--- src/rtl/converter_pkg.sv ---
// -----------------------------------------------------------------------------
// converter_pkg
//   Shared definitions for the delay converter control path.
//   - TAP_W / FINE_W / K_W : field widths of the k_sgn control word
//   - state_t              : conversion FSM states
//   - k_word_t             : packed view of k_sgn = {mux_sel, ctrl_gen}
//   - make_k()             : builds a k_word_t from a tap index and fine code
// -----------------------------------------------------------------------------
package converter_pkg;

    localparam int TAP_W  = 5;
    localparam int FINE_W = 7;
    localparam int K_W    = 12;

    typedef enum logic [1:0] {
        IDLE = 2'd0,
        DIV  = 2'd1,
        HOLD = 2'd2
    } state_t;

    // Field order matches the wire order of k_sgn: tap select in the MSBs.
    typedef struct packed {
        logic [TAP_W-1:0]  mux_sel;
        logic [FINE_W-1:0] ctrl_gen;
    } k_word_t;

    function automatic k_word_t make_k(input logic [TAP_W-1:0]  tap,
                                       input logic [FINE_W-1:0] fine);
        k_word_t k;
        k.mux_sel  = tap;
        k.ctrl_gen = fine;
        return k;
    endfunction

endpackage

--- src/rtl/delay_code_gen_if.sv ---
// -----------------------------------------------------------------------------
// delay_code_gen_if
//   Request handshake between a delay requester and delay_code_gen.
//   Ports (signals):
//     in_valid  : requester has a delay value
//     in_ready  : converter can accept a value this cycle
//     in_delay  : requested delay in fine-delay units (DLY_W bits)
//   Modports:
//     master : the requester (drives in_valid/in_delay)
//     slave  : the converter (drives in_ready)
// -----------------------------------------------------------------------------
interface delay_code_gen_if #(
    parameter int DLY_W = 12
);

    logic             in_valid;
    logic             in_ready;
    logic [DLY_W-1:0] in_delay;

    modport master (
        output in_valid,
        output in_delay,
        input  in_ready
    );

    modport slave (
        input  in_valid,
        input  in_delay,
        output in_ready
    );

endinterface

--- src/rtl/delay_code_gen.sv ---
// -----------------------------------------------------------------------------
// delay_code_gen
//   Splits a requested delay (fine units) into a coarse tap index and a fine
//   code by repeated subtraction of FINE_PER_TAP, one step per clock. The
//   result waits in a pending register and is only moved to k_sgn on an
//   apply strobe, so downstream tap mux / fine generator never see a code
//   change in the middle of an event.
//
//   Parameters:
//     DLY_W        : width of the requested delay
//     FINE_PER_TAP : fine steps per coarse tap (1..128)
//     MAX_TAP      : highest coarse tap index
//   Ports:
//     clk, rst_n   : clock, asynchronous active-low reset
//     req          : request handshake (in_valid / in_ready / in_delay)
//     apply        : strobe moving the pending code to k_sgn (honoured in HOLD)
//     pend_valid   : a converted code is waiting for apply
//     k_sgn        : applied control word {mux_sel[4:0], ctrl_gen[6:0]}
//     sat          : the applied code was clamped to the top tap
//     busy         : subtract loop running
// -----------------------------------------------------------------------------
module delay_code_gen
    import converter_pkg::*;
#(
    parameter int DLY_W        = 12,
    parameter int FINE_PER_TAP = 100,
    parameter int MAX_TAP      = 31
) (
    input  logic                  clk,
    input  logic                  rst_n,
    delay_code_gen_if.slave       req,
    input  logic                  apply,
    output logic                  pend_valid,
    output logic [K_W-1:0]        k_sgn,
    output logic                  sat,
    output logic                  busy
);

    localparam logic [DLY_W-1:0]  FINE_STEP  = DLY_W'(FINE_PER_TAP);
    localparam logic [TAP_W-1:0]  TAP_LAST   = TAP_W'(MAX_TAP);
    localparam logic [FINE_W-1:0] FINE_CLAMP = FINE_W'(FINE_PER_TAP - 1);

    state_t           state_q, state_d;
    logic [DLY_W-1:0] rem_q,   rem_d;
    logic [TAP_W-1:0] tap_q,   tap_d;
    k_word_t          pend_q,  pend_d;
    logic             pend_sat_q, pend_sat_d;
    k_word_t          k_q,     k_d;
    logic             sat_q,   sat_d;

    // -------------------------------------------------------------------------
    // Next-state and datapath updates.
    // -------------------------------------------------------------------------
    always_comb begin
        // NOTE: every signal gets its hold value first so no path through the
        // case leaves one unassigned, which would otherwise infer a latch.
        state_d    = state_q;
        rem_d      = rem_q;
        tap_d      = tap_q;
        pend_d     = pend_q;
        pend_sat_d = pend_sat_q;
        k_d        = k_q;
        sat_d      = sat_q;

        unique case (state_q)
            IDLE: begin
                if (req.in_valid) begin
                    rem_d   = req.in_delay;
                    tap_d   = '0;
                    state_d = DIV;
                end
            end

            DIV: begin
                if (rem_q >= FINE_STEP) begin
                    if (tap_q < TAP_LAST) begin
                        // Guarded by the compare above, so this never wraps.
                        rem_d = rem_q - FINE_STEP;
                        tap_d = tap_q + 1'b1;
                    end else begin
                        // Out of taps with a full tap still left over: clamp
                        // to the largest code the hardware can represent.
                        pend_d     = make_k(TAP_LAST, FINE_CLAMP);
                        pend_sat_d = 1'b1;
                        state_d    = HOLD;
                    end
                end else begin
                    // rem < FINE_PER_TAP <= 128, so the low bits hold it all.
                    pend_d     = make_k(tap_q, rem_q[FINE_W-1:0]);
                    pend_sat_d = 1'b0;
                    state_d    = HOLD;
                end
            end

            HOLD: begin
                if (apply) begin
                    k_d     = pend_q;
                    sat_d   = pend_sat_q;
                    state_d = IDLE;
                end
            end

            default: begin
                state_d = IDLE;
            end
        endcase
    end

    // -------------------------------------------------------------------------
    // State and datapath registers. Reset drops any conversion in flight and
    // returns every output to its idle value immediately.
    // -------------------------------------------------------------------------
    always_ff @(posedge clk or negedge rst_n) begin
        if (!rst_n) begin
            state_q    <= IDLE;
            rem_q      <= '0;
            tap_q      <= '0;
            pend_q     <= '0;
            pend_sat_q <= 1'b0;
            k_q        <= '0;
            sat_q      <= 1'b0;
        end else begin
            // NOTE: non-blocking assignments so every register samples the
            // pre-edge values, independent of statement order.
            state_q    <= state_d;
            rem_q      <= rem_d;
            tap_q      <= tap_d;
            pend_q     <= pend_d;
            pend_sat_q <= pend_sat_d;
            k_q        <= k_d;
            sat_q      <= sat_d;
        end
    end

    // -------------------------------------------------------------------------
    // Outputs: status is decoded straight from the state register, the
    // control word comes from its own register and only moves on apply.
    // -------------------------------------------------------------------------
    assign req.in_ready = (state_q == IDLE);
    assign busy         = (state_q == DIV);
    assign pend_valid   = (state_q == HOLD);
    assign k_sgn        = k_q;
    assign sat          = sat_q;

endmodule

--- src/flat_wrapper.sv ---
// flat-port wrapper written by rule: the top's interface ports become plain ports
module delay_code_gen_flat import converter_pkg::*;
#(
    parameter int DLY_W        = 12,
    parameter int FINE_PER_TAP = 100,
    parameter int MAX_TAP      = 31
)
  (clk, rst_n, apply, pend_valid, k_sgn, sat, busy, req_in_valid, req_in_delay, req_in_ready);
  delay_code_gen_if #(.DLY_W(DLY_W)) req_i ();
  input  logic clk;
  input  logic rst_n;
  input  logic apply;
  output logic pend_valid;
  output logic [K_W-1:0] k_sgn;
  output logic sat;
  output logic busy;
  input wire logic [$bits(req_i.in_valid)-1:0] req_in_valid;
  input wire logic [$bits(req_i.in_delay)-1:0] req_in_delay;
  output wire logic [$bits(req_i.in_ready)-1:0] req_in_ready;
  assign req_i.in_valid = req_in_valid;
  assign req_i.in_delay = req_in_delay;
  assign req_in_ready = req_i.in_ready;
  delay_code_gen #(.DLY_W(DLY_W), .FINE_PER_TAP(FINE_PER_TAP), .MAX_TAP(MAX_TAP)) u_core (.clk(clk), .rst_n(rst_n), .req(req_i), .apply(apply), .pend_valid(pend_valid), .k_sgn(k_sgn), .sat(sat), .busy(busy));
endmodule
--- config.mk ---
export PLATFORM = sky130hd
export DESIGN_NAME = delay_code_gen_flat
export DESIGN_NICKNAME = d
export VERILOG_FILES = /design/src/rtl/converter_pkg.sv /design/src/rtl/delay_code_gen_if.sv /design/src/rtl/delay_code_gen.sv /design/src/flat_wrapper.sv
export SDC_FILE = /design/constraint.sdc
export NUM_CORES = 1
export LEC_CHECK = 0
export CELL_PAD_IN_SITES_DETAIL_PLACEMENT = 1
export CELL_PAD_IN_SITES_GLOBAL_PLACEMENT = 2
export CORE_ASPECT_RATIO = 1.4
export CORE_MARGIN = 3
export CORE_UTILIZATION = 31
export DETAILED_ROUTE_END_ITERATION = 7
export PLACE_DENSITY = 0.8
export SYNTH_ARGS = -nofsm -noshare
export SYNTH_HDL_FRONTEND = slang
export SYNTH_SLANG_ARGS = --single-unit
--- constraint.sdc ---
create_clock -name clk -period 2 [get_ports clk]
set_input_delay 0.2 -clock clk [delete_from_list [all_inputs] [get_ports clk]]
set_output_delay 0.2 -clock clk [all_outputs]
set_load 0.01 [all_outputs]
After elaboration in Yosys (flattened, before gate mapping)
Cells that the tools add are included.
{"block": "op_classes", "add_sub_neg": 2, "n_lt_le_gt_ge": 2, "n_eq_ne": 8, "muxes": 17, "n_reduce_logical": 6}
{"cell": "two-way mux 12 bit", "n": 5}
{"cell": "case mux 12 bit (2 select lines)", "n": 1}
{"cell": "two-way mux 5 bit", "n": 3}
{"cell": "greater-or-equal comparator 12 x 7 -> 1 bit (second input constant)", "n": 1}
{"cell": "subtractor 12 x 7 -> 12 bit (second input constant)", "n": 1}
{"cell": "case mux 5 bit (2 select lines)", "n": 1}
{"cell": "two-way mux 2 bit", "n": 4}
{"cell": "inequality test 2 bit (second input constant)", "n": 3}
{"cell": "case mux 2 bit (3 select lines)", "n": 1}
{"cell": "adder 5 x 1 -> 5 bit (second input constant)", "n": 1}
{"cell": "< comparator 5 bit (second input constant)", "n": 1}
{"cell": "inequality test 2 x 1 -> 1 bit (second input constant)", "n": 2}
{"cell": "AND reduction 2 bit", "n": 2}
{"cell": "AND reduction 4 bit", "n": 1}
{"cell": "inequality test 3 bit (second input constant)", "n": 1}
{"cell": "AND reduction 3 bit", "n": 1}
{"cell": "equality test 2 x 1 -> 1 bit (second input constant)", "n": 1}
{"cell": "equality test 2 bit (second input constant)", "n": 1}
{"cell": "logical NOT 2 bit", "n": 1}
{"cell": "two-way mux 1 bit", "n": 2}
{"cell": "nonzero test 2 bit", "n": 1}
{"block": "totals", "register_bits": 45, "in_bits": 16, "elab_cells": 44}

Depth between registers and ports, before layout
{"block": "depth", "depth_word": 4, "depth_mapped": 9, "depth_no_buf": 7}

Worst setup path after synthesis
No wires, ideal clock.
{"block": "synth_timing", "path_kind": "flip-flop to flip-flop", "start": "register u_core.rem_q[2]", "end": "register u_core.rem_q[5]", "setup_time_ps": 124, "arrival_ps": 1802, "t_required_ps": 1876, "path_slack_ps": 74, "stages_incl_launch_ff": 10, "period_less_slack_ps": 1926, "cell_sequence": "dfrtp_1 > inv_1 > ha_1 > nor2b_1 > or2_1 > clkbuf_1 > a211o_1 > buf_4 > a32oi_1 > nand2_1"}
{"block": "synth_between", "elab_chain_len": 4, "word_cells_on_any_way": 7, "classes_between": "add/sub: 1; order compare: 1; eq/ne: 1; mux: 3; reduce/logical: 1"}
{"item": "start: declaration", "line_no": "delay_code_gen.sv:44", "text": "logic [DLY_W-1:0] rem_q, rem_d;"}
{"item": "start signal: assignment", "line_no": "delay_code_gen.sv:126", "text": "rem_q <= rem_d;"}
{"item": "subtractor 12 x 7 -> 12 bit", "line_no": "delay_code_gen.sv:78", "text": "rem_d = rem_q - FINE_STEP;"}
{"item": "two-way mux 12 bit", "line_no": "delay_code_gen.sv:76", "text": "if (tap_q < TAP_LAST) begin"}
{"item": "two-way mux 12 bit", "line_no": "delay_code_gen.sv:75", "text": "if (rem_q >= FINE_STEP) begin"}
{"item": "case mux 12 bit (2 select lines)", "line_no": "delay_code_gen.sv:65", "text": "unique case (state_q)"}
Several ways; a longest one is shown, not always the timed one. The select of a mux whose other input is x is not followed.
A chain may end at the register's enable or synchronous reset.

Worst setup path after layout
{"block": "layout_timing", "start": "register u_core.rem_q[3]", "end": "register u_core.rem_q[8]"}
Same word-level chain as after synthesis.

==> run metrics <==
outcome finished clean; post-route cell area 2864 µm²; CTS tree done; Reg-to-Reg Start u_core.rem_q[3]; Synth Warn # 0; post-route minimum period 1.992 ns; Slew @ Worst Pin 0.5681 ns; DP Area 2631 µm²; die area 7763 µm²; HPWL after DPL 4108 µm; routability congestion estimate 0.7912; Hold Path Class input pin to async pin; Yosys reg bits 45; Syn Nets 205; routed length per placed instance 17.34 µm; H-tree depth 2; Skew-Pair Late Insertion Delay 0.30 ns; share of cells above drive strength 1 0.3028; CTS sink count 45; pin count of the biggest net entering global routing 21; final setup violation count 0; num rows 34; final setup TNS 0 ns; GRT Total Usage 0.1543; Final Non-Filler Cells 323; EDFF count, synth 0; Initial DRT Pass Iterations 4; initial antenna violation count 0; Netlist cell types 49; register area share after synthesis 0.5399; Place WS -0.1131 ns; RSZ-0062 raised after global routing yes; Power per Cell Area 1556 nW/µm²; relative slew slack 0.6203; Synth Instances 186; Root Buffer clkbuf_8; IO buf count 31; die width 75.33 µm; initial DRC count 73; core area 6381 µm²; number of global-route vias before repair 1814; global-route wire length before repair 9039 µm; filler instances 684; total global routing overflow 0; min setup slack post-route 0.007820 ns; CP required 2.22 ns; Ant. Diodes 0; final net count 270; most frequent cells in the layout dfrtp_1, buf_4, clkdlybuf4s50_1; most common cell after layout, fill and taps aside dfrtp_1; Worst setup EP type flip-flop; post-synthesis area per instance 11.21 µm²; drt total wl 5601 µm; DIE HEIGHT 103.1 µm; R2R cell count 7; DR vias 1684; remaining routing DRC violations 0; Placed Cells incl. Taps 306; CP startpoint u_core.rem_q[3]; Max-Cap Viols 0; worst-path maximum fanout 8; Area Growth Syn to Fin 37.31%; Routed Antenna Nets 0; crit share post-route 0.9961; Synth Cell Area 2086 µm²; Final Hold Viols 0; CP startpoint kind flip-flop; Pins Over Slew Limit 0; Main synth FF type dfrtp_1; Max Clock Freq 0.5020 GHz; vias per cell 5.214; register area 1126 µm²; clk slew on worst S/H paths 0.09 ns; IR drop worst, VDD 0.5298 mV; starting density of the core 0.3269; ys async rst share 1.000; P_leak 1.290 nW; area occupied by multi-input gates 958.4 µm²; clk buf depth 2; CTS Buf Count 5; Total Power 4.455 mW; crit path DAT 2.22 ns; I/O pins 32; Final Skew 0.009479 ns; CP Class flip-flop to flip-flop
-- area by class of cell --
type                    instances  share of cell area
flip-flops and latches         45              0.3932
multi-input cells             127              0.3346
repair buffers                 67              0.2027
well taps                      72             0.03145
clock buffers                   6             0.02883
inverters                       5            0.006553
clock inverters                 1            0.002621
-- path summary, 6_finish.rpt --
check | slack, ns | end
max in group asynchronous | 1.04 | u_core.k_sgn[6]
min in group clk | 0.44 | u_core.rem_q[1]
worst min-delay path | 0.36 | u_core.rem_q[1]
worst max-delay path | 0.008 | u_core.rem_q[8]
worst min register to register | 0.50 | u_core.pend_q[6]
worst max register to register | 0.008 | u_core.rem_q[8]
-- layer usage --
| metal | GRT usage | share of wire | vias up |
|---|---|---|---|
| met5 | 0 | 0 | - |
| li1 | - | - | 810 |
| met3 | 0.02049 | 0.020 | 5 |
| met4 | 0.05653 | 0.016 | 0 |
| met1 | 0.1989 | 0.45 | 846 |
| met2 | 0.2601 | 0.52 | 23 |
-- cell usage after synthesis, types with 2 or more instances --
library cell / count / share of area
a21oi_1: 5 / 0.012
a22o_1: 3 / 0.013
a22oi_1: 2 / 0.0072
a31oi_1: 4 / 0.012
a32oi_1: 2 / 0.0084
buf_1: 2 / 0.0036
clkbuf_1: 5 / 0.0090
dfrtp_1: 45 / 0.54
ha_1: 3 / 0.018
inv_1: 5 / 0.0090
mux2_2: 13 / 0.070
mux2i_1: 2 / 0.0096
nand2_1: 21 / 0.038
nand2b_1: 2 / 0.0060
nand3_1: 8 / 0.019
nor2_1: 10 / 0.018
nor3_1: 5 / 0.012
o21a_1: 3 / 0.011
o21ai_0: 7 / 0.017
o22a_1: 9 / 0.038
o32ai_1: 2 / 0.0084
-- worst max-delay path: stages, from the launching register on --
cell and delay [ns]:
dfrtp_1 0.41, inv_2 0.09, ha_2 0.17, and4b_2 0.26
a211oi_4 0.08, a211o_4 0.39, or3_4 0.39, a21oi_2 0.14
-- repair_timing --
action                     4_1_cts  5_1_grt
hold buffers                     1        0
setup buffers                    0        9
hold endpoints to repair        14        0
gates resized for setup          3       15
pin swaps                        0        5
setup endpoints to repair        7       25
-- flip-flops by register name, summed over array words and instances, names as in the netlist --
name and flops:
u_core.k_sgn 12, u_core.pend_q 12, u_core.pend_sat_q 1, u_core.rem_q 12
u_core.sat 1, u_core.state_q 2, u_core.tap_q 5
-- stage by stage --
step | utilization | hold WS [ns]
detailed placement | 0.4124 | 0.1442
global route | 0.4488 | 0.4131
CTS | 0.4286 | 0.3585
floorplan | - | -0.09559
global placement | 0.4124 | 0.1433
finish | 0.4488 | 0.3584
-- logic make-up (layout without fill, tap and decap cells) --
group                      after synthesis  in the layout  synth area share
adders and majority gates                3              3           0.01800
buffers and inverters                   14             79           0.03060
DFF                                     45             45            0.5399
muxes                                   15             15           0.07978
and+or+nand+nor                         61             61            0.1542
AOI/OAI and AO/OA                       48             48            0.1776
-- where the power goes --
group | total [mW] | switching [mW] | internal (mW)
logic | 2.26 | 1.04 | 1.22
clock network | 0.580 | 0.306 | 0.274
registers | 1.61 | 0.312 | 1.30
No activity file was read; power rests on OpenSTA's default activity.
